File: src/rtl/sigmadelta_mc.sv
// Multi-channel sigma-delta audio DAC: one first- or second-order modulator per
// channel, all sharing a mute/unmute ramp FSM so channels fade in and out together.
module sigmadelta_mc #(
   parameter int CHANNELS   = 2,
   parameter int AUDIO_BITS = 10,
   parameter int ORDER      = 1,
   parameter int SIGNED_IN  = 1,
   parameter int RAMP_SHIFT = 4
) (
   input  logic                           clk,
   input  logic                           reset_n,
   input  logic [CHANNELS*AUDIO_BITS-1:0] d,
   input  logic                           d_valid,
   input  logic                           mute,
   output logic [CHANNELS-1:0]            q,
   output logic                           muted,
   output logic                           ramping,
   output logic [1:0]                     fsm_state
);
   localparam int B = AUDIO_BITS;
   localparam logic [B-1:0] MID = {1'b1, {(B-1){1'b0}}};

   typedef enum logic [1:0] {
      MUTED     = 2'd0,
      RAMP_UP   = 2'd1,
      PLAY      = 2'd2,
      RAMP_DOWN = 2'd3
   } state_t;

   state_t              state, state_next;
   logic                tick;
   logic [CHANNELS-1:0] eq_s, eq_m;

   // d_valid is a bare strobe with no ready: every asserted edge latches all
   // channels, and repeated strobes simply overwrite (last value wins).

   if (RAMP_SHIFT == 0) begin : g_tick_every
      assign tick = 1'b1;
   end else begin : g_tick_div
      logic [RAMP_SHIFT-1:0] cnt;
      always_ff @(posedge clk or negedge reset_n) begin
         if (!reset_n) cnt <= '0;
         else          cnt <= cnt + 1'b1;
      end
      assign tick = &cnt;
   end

   always_ff @(posedge clk or negedge reset_n) begin
      if (!reset_n) state <= MUTED;
      else          state <= state_next;
   end

   // Mute reversals take effect immediately; only the x steps wait for tick.
   always_comb begin
      state_next = state;
      case (state)
         MUTED:     if (!mute) state_next = RAMP_UP;
         RAMP_UP:   if (mute) state_next = RAMP_DOWN;
                    else if (&eq_s) state_next = PLAY;
         PLAY:      if (mute) state_next = RAMP_DOWN;
         RAMP_DOWN: if (!mute) state_next = RAMP_UP;
                    else if (&eq_m) state_next = MUTED;
         default:   state_next = MUTED;
      endcase
   end

   assign muted     = (state == MUTED);
   assign ramping   = (state == RAMP_UP) || (state == RAMP_DOWN);
   assign fsm_state = state;

   for (genvar c = 0; c < CHANNELS; c++) begin : g_ch
      logic [B-1:0] u, s, x;
      logic         q_r;

      if (SIGNED_IN != 0) begin : g_signed
         assign u = {~d[c*B+B-1], d[c*B +: B-1]};
      end else begin : g_unsigned
         assign u = d[c*B +: B];
      end

      always_ff @(posedge clk or negedge reset_n) begin
         if (!reset_n)     s <= MID;
         else if (d_valid) s <= u;
      end

      always_ff @(posedge clk or negedge reset_n) begin
         if (!reset_n) begin
            x <= MID;
         end else begin
            case (state)
               MUTED:     x <= MID;
               RAMP_UP:   if (tick && !eq_s[c]) x <= (x < s) ? x + 1'b1 : x - 1'b1;
               PLAY:      x <= s;
               RAMP_DOWN: if (tick && !eq_m[c]) x <= (x < MID) ? x + 1'b1 : x - 1'b1;
               default:   x <= MID;
            endcase
         end
      end

      assign eq_s[c] = (x == s);
      assign eq_m[c] = (x == MID);

      if (ORDER == 1) begin : g_o1
         // The carry out of the B-bit accumulator is the output bit, so acc keeps B bits.
         logic [B-1:0] acc;
         logic [B:0]   sum;
         assign sum = {1'b0, acc} + {1'b0, x};
         always_ff @(posedge clk or negedge reset_n) begin
            if (!reset_n) begin
               acc <= '0;
               q_r <= 1'b0;
            end else begin
               acc <= sum[B-1:0];
               q_r <= sum[B];
            end
         end
      end else if (ORDER == 2) begin : g_o2
         localparam int W = B + 4;
         logic signed [W-1:0] i1, i2, i1_next, i2_next, xe, fb;
         assign xe      = $signed({4'b0000, x});
         assign fb      = q_r ? $signed({4'b0001, {B{1'b0}}}) : '0;
         assign i1_next = i1 + xe - fb;
         assign i2_next = i2 + i1_next - fb;
         always_ff @(posedge clk or negedge reset_n) begin
            if (!reset_n) begin
               i1  <= '0;
               i2  <= '0;
               q_r <= 1'b0;
            end else begin
               i1  <= i1_next;
               i2  <= i2_next;
               q_r <= ~i2_next[W-1];
            end
         end
      end else begin : g_bad_order
         $error("sigmadelta_mc: ORDER must be 1 or 2");
      end

      assign q[c] = q_r;
   end

endmodule

File: config.mk
export PLATFORM = sky130hd
export DESIGN_NAME = sigmadelta_mc
export DESIGN_NICKNAME = d
export VERILOG_FILES = /design/src/rtl/sigmadelta_mc.sv
export SDC_FILE = /design/constraint.sdc
export NUM_CORES = 1
export LEC_CHECK = 0
export BUFFER_PORTS_ARGS = -buffer_cell sky130_fd_sc_hd__buf_2
export CAP_MARGIN = 20
export CORE_ASPECT_RATIO = 1.4
export CORE_UTILIZATION = 69
export CTS_BUF_LIST = sky130_fd_sc_hd__clkbuf_8
export DETAILED_ROUTE_END_ITERATION = 6
export GPL_TIMING_DRIVEN = 0
export PLACE_DENSITY = 0.89
export SETUP_SLACK_MARGIN = 0.05
export SLEW_MARGIN = 5
export SYNTH_ARGS = -nofsm -noshare
export SYNTH_HDL_FRONTEND = slang
export SYNTH_SLANG_ARGS = --single-unit
File: constraint.sdc
create_clock -name clk -period 4.1 [get_ports clk]
set_input_delay 0.615 -clock clk [delete_from_list [all_inputs] [get_ports clk]]
set_output_delay 0.615 -clock clk [all_outputs]
set_load 0.1 [all_outputs]
# After elaboration in Yosys (flattened, before gate mapping)
# Index checks and enable logic that the tools add are counted.
# totals
ff_bits	68
out_inout_bits	6
# op_classes
reduce_logical	16
eq_ne	15
mux	17
bitwise	2
addsub	7
magnitude_cmp	4
# op_table
operator	n
$mux W10	8
$pmux W10 S4	2
$add A10 B10 Y11	2
$add A10 B1 Y10 const B	2
$eq A10 B10 Y1	2
$eq A10 B10 Y1 const B	2
$lt A10 B10 Y1	2
$lt A10 B10 Y1 const B	2
$sub A10 B1 Y10 const B	2
$mux W2	6
$ne A2 B1 Y1 const B	4
$pmux W2 S4	1
$reduce_and A2 Y1	4
$reduce_and A4 Y1	2
$ne A3 B3 Y1 const B	2
$add A4 B1 Y4 const B	1
$eq A2 B2 Y1 const B	2
$logic_and A1 B1 Y1	4
$logic_not A1 Y1	4
$ne A2 B2 Y1 const B	2
$eq A2 B1 Y1 const B	1
$logic_not A2 Y1	1
$not A1 Y1	2
$logic_or A1 B1 Y1	1

# Longest topological paths before layout
# logic_depth
ltp_word	5
depth_mapped	10

# Worst setup path before layout
# Ideal clock, no wire load.
# synth_timing
path_kind	flip-flop to flip-flop
start	reg state[1], in the netlist fsm_state[1]
end	reg g_ch[1].x[2]
setup_ns	0.126
period_less_slack_ns	2.851
path_stages_with_launch	9
arrival_ns	2.725
setup_slack_ns	1.249
required_time_ns	3.974
cell_sequence	dfrtp_1 > inv_1 > ha_1 > clkbuf_1 > nor2_1 > a31oi_1 > a221oi_1 > o31ai_1 > a221o_1
# synth_between
elab_chain_len	3
# synth_rtl
item	line_no	source
from (decl)	30	state_t state, state_next;
from (signal assigned)	50	else state <= state_next;
$eq A2 B2 Y1 or $eq A2 B1 Y1 (tied branches)	90	case (state)
$ne A2 B1 Y1 (no source line)	n/a	
$reduce_and A2 Y1 (no source line)	n/a	
to (signal assigned)	92	RAMP_UP: if (tick && !eq_s[c]) x <= (x < s) ? x + 1'b1 : x - 1'b1;
to (signal assigned)	93	PLAY: x <= s;
to (signal assigned)	94	RAMP_DOWN: if (tick && !eq_m[c]) x <= (x < MID) ? x + 1'b1 : x - 1'b1;
to (decl)	72	logic [B-1:0] u, s, x;
# Several ways; a longest one is shown, not always the timed one.
# A chain may end at the register's enable or synchronous reset.

# Worst setup path after layout
# layout_timing
start	reg g_ch[1].s[5]
end	reg g_ch[1].x[2]
# layout_between
elab_chain_len	5
# layout_rtl
item	line_no	source
from (decl)	72	
from (signal assigned)	83	else if (d_valid) s <= u;
parallel branches: the longest is 5 deep, another holds $lt A10 B10 Y1	n/a	
# Several ways; the timed one is not identified. The select of a mux whose other input is x is not followed.

==> results.md <==
* Status: finished with violations
* Failing checks: design-rule violations
* DRC viols at 4
* Final setup TNS at 0 ns
* Max Root-Sink Buffers at 2
* Async SR Flop Fraction at 1.00
* Final min period at 3.39 ns
* Starting Density at 0.708
* Post-Route Utilization at 0.772
* Dominant synthesized flop cell: dfrtp_1
* Post-Syn Area at 5180 sq um
* Synth top cells by count: dfrtp_1 (64), nand2_1 (62), ha_1 (49)
* Max_cap viols at 0
* Crit Path Class: reg2reg
* Ant diodes at 0
* Port bufs at 28
* Largest net degree at the start of global routing at 69
* Die Ht at 104 um
* Leading area contributor after synthesis: dfrtp_1
* Die ar. at 7860 sq um
* Arr. time, crit path at 3.64 ns
* Fin crit share at 0.828
* Ranking of synthesized cells by area: dfrtp_1 (31%), ha_1 (12%), nand2_1 (4.5%)
* Pwr Total at 4.95 mW
* Vias/cell at 6.56
* Final number of setup-violating endpoints at 0
* RSZ-0062 raised after global routing: false
* Global-route wire length before repair at 23400 um
* Crit path launch type: flip-flop
* Clock Pin Slew Worst Setup and Hold Paths at 0.07 ns
* Starting DRT DRC Count at 451
* Worst-skew pair later-pin latency at 0.36 ns
* Worst slew pin tran at 1.26 ns
* Fmax at 295 MHz
* Final Hold Viols at 0
* DR vias at 4830
* Syn_area_per_cell at 8.71 sq um
* Cts bufs inserted at 9
* Routing usage on met2 at 0.680
* Setup Buffers After CTS at 0
* Post-synthesis sequential area ratio at 0.330
* CTS resizes at 0
* Layout cells sized above 1 at 0.114
* Grt peak-use layer: met2
* Final wirelength at 14500 um
* Hold Path Class: in2async
* Overall routing resource usage at 0.399
* Pleak at 2.61 nW
* CP max FO at 10
* CTS root buffer: clkbuf_8
* Gr ovfl total at 0
* 1st-pass router iterations at 7
* Max H-tree Level at 3
* Number of hold buffers added after cts at 0
* Post-route antenna net violation count at 0
* Area Overhead vs Synth at 9.16%
* Post-synth EDFFs at 0
* Row Count at 37
* #FFs+latches synth at 68
* Post-Syn Nets at 669
* GR Layer Usage met3 at 0.0795
* Slew Limit Headroom at 0.159
* Final Worst Setup Slack at 0.707 ns
* Die Wd at 75.2 um
* Crit path capture type: flip-flop
* Syn. warnings at 0
* Pwr Density at 877 nW/um^2
* Nets@finish at 709
* Max-slew violations at 0
* Gate count of the mapped netlist at 594
* Avg WL per Cell at 19.7 um
* Critical Path RT at 4.34 ns
* I/O Pins at 30
* M1 GR Usage at 0.409
* Hold Slack at 0.376 ns
* Core area at 7310 sq um
* Synth unique cells at 67
* Final GP Congestion at 0.988
* Worst VDD drop at 0.000620 V
* Final Skew at 0.0118 ns
* Count leader, synth: dfrtp_1
* Top-area cell type share of the netlist area at 0.309
* CTS tree: done
* Initial antenna violation count at 0
* Vias in the first global route at 4930
* Setup WS pre-CTS at 0.860 ns
* Post-DP HPWL at 10500 um
* CTS sink cnt at 68
-- state kept, by name, indices dropped and copies added, names as in the netlist --
name	count
g_tick_div.cnt	4
fsm_state	2
g_ch.q_r	2
g_ch.g_o1.acc	20
g_ch.s	20
g_ch.x	20
-- cell type report --
type / instances / area, sq um
Clock buffer: 11 / 151
Fill cell: 546 / 1660
Inverter: 43 / 161
Buffer: 33 / 153
Clock inverter: 5 / 51.3
Multi-Input combinational cell: 450 / 3160
Tap cell: 97 / 121
Sequential cell: 68 / 1710
Timing Repair Buffer: 29 / 150
-- per-stage QoR --
stage	instance area, sq um	instances
5_1_grt	5650	736
6_report	5650	736
3_5_place_dp	5450	720
4_1_cts	5650	736
2_1_floorplan	5180	594
3_3_place_gp	5440	719
-- layer usage --
layer  vias up  wire length [um]
met4         0              1150
met2       216              7360
li1       2242                 -
met3        70               814
met5         -                 0
met1      2302              5150
-- path summary, 6_finish.rpt --
| path | start | slack, ns | end | cells after the start |
|---|---|---|---|---|
| max in group asynchronous | reset_n | 3.16 | g_ch[0].x[6] | 1 |
| setup / recovery | g_ch[1].s[5] | 0.71 | g_ch[1].x[2] | 9 |
| setup reg to reg | g_ch[1].s[5] | 0.71 | g_ch[1].x[2] | 9 |
| hold / removal | reset_n | 0.38 | g_ch[1].g_o1.acc[0] | 1 |
| min in group clk | d[9] | 0.38 | g_ch[0].s[9] | 2 |
| hold reg to reg | g_tick_div.cnt[0] | 0.47 | g_tick_div.cnt[0] | 1 |
-- placed cells by master, fill, tap and decap left out, types with 8 or more instances in the layout --
cell / instances
clkbuf_8: 11
buf_2: 29
ha_1: 49
clkbuf_1: 22
nand2_1: 62
o31ai_1: 8
a21oi_1: 32
xnor2_1: 19
xor2_1: 12
a22oi_1: 9
nor2_1: 29
nor3_1: 21
nand4_1: 8
inv_1: 43
dfrtp_1: 64
nand3_1: 24
o21ai_0: 40
nand2b_1: 9
mux2i_1: 16
-- critical path: stages (launching register included) --
cell and delay (ns):
dfrtp_1 0.40, inv_1 0.07, ha_1 0.33, a21oi_1 0.18, o21ai_0 0.26, a2111oi_1 1.03
buf_4 0.36, mux2i_1 0.20, o21ai_0 0.09, a221o_1 0.36
-- where the power goes --
part	internal [mW]	leakage, nW	switching, mW	total [mW]
logic	1.24	1.68	2.02	3.25
clock network	0.310	0.107	0.268	0.578
registers	0.922	0.825	0.200	1.12
-- logic make-up (layout without fill, tap and decap cells) --
group | after synthesis | in the layout | synth area share
buf+inv | 76 | 121 | 0.0607
flops | 68 | 68 | 0.330
fa+ha+maj | 51 | 51 | 0.126
mux | 23 | 23 | 0.0469
xor+xnor | 31 | 31 | 0.0525
compound gates | 153 | 153 | 0.200
simple gates | 192 | 192 | 0.184
(Power assumes the default switching activity.)
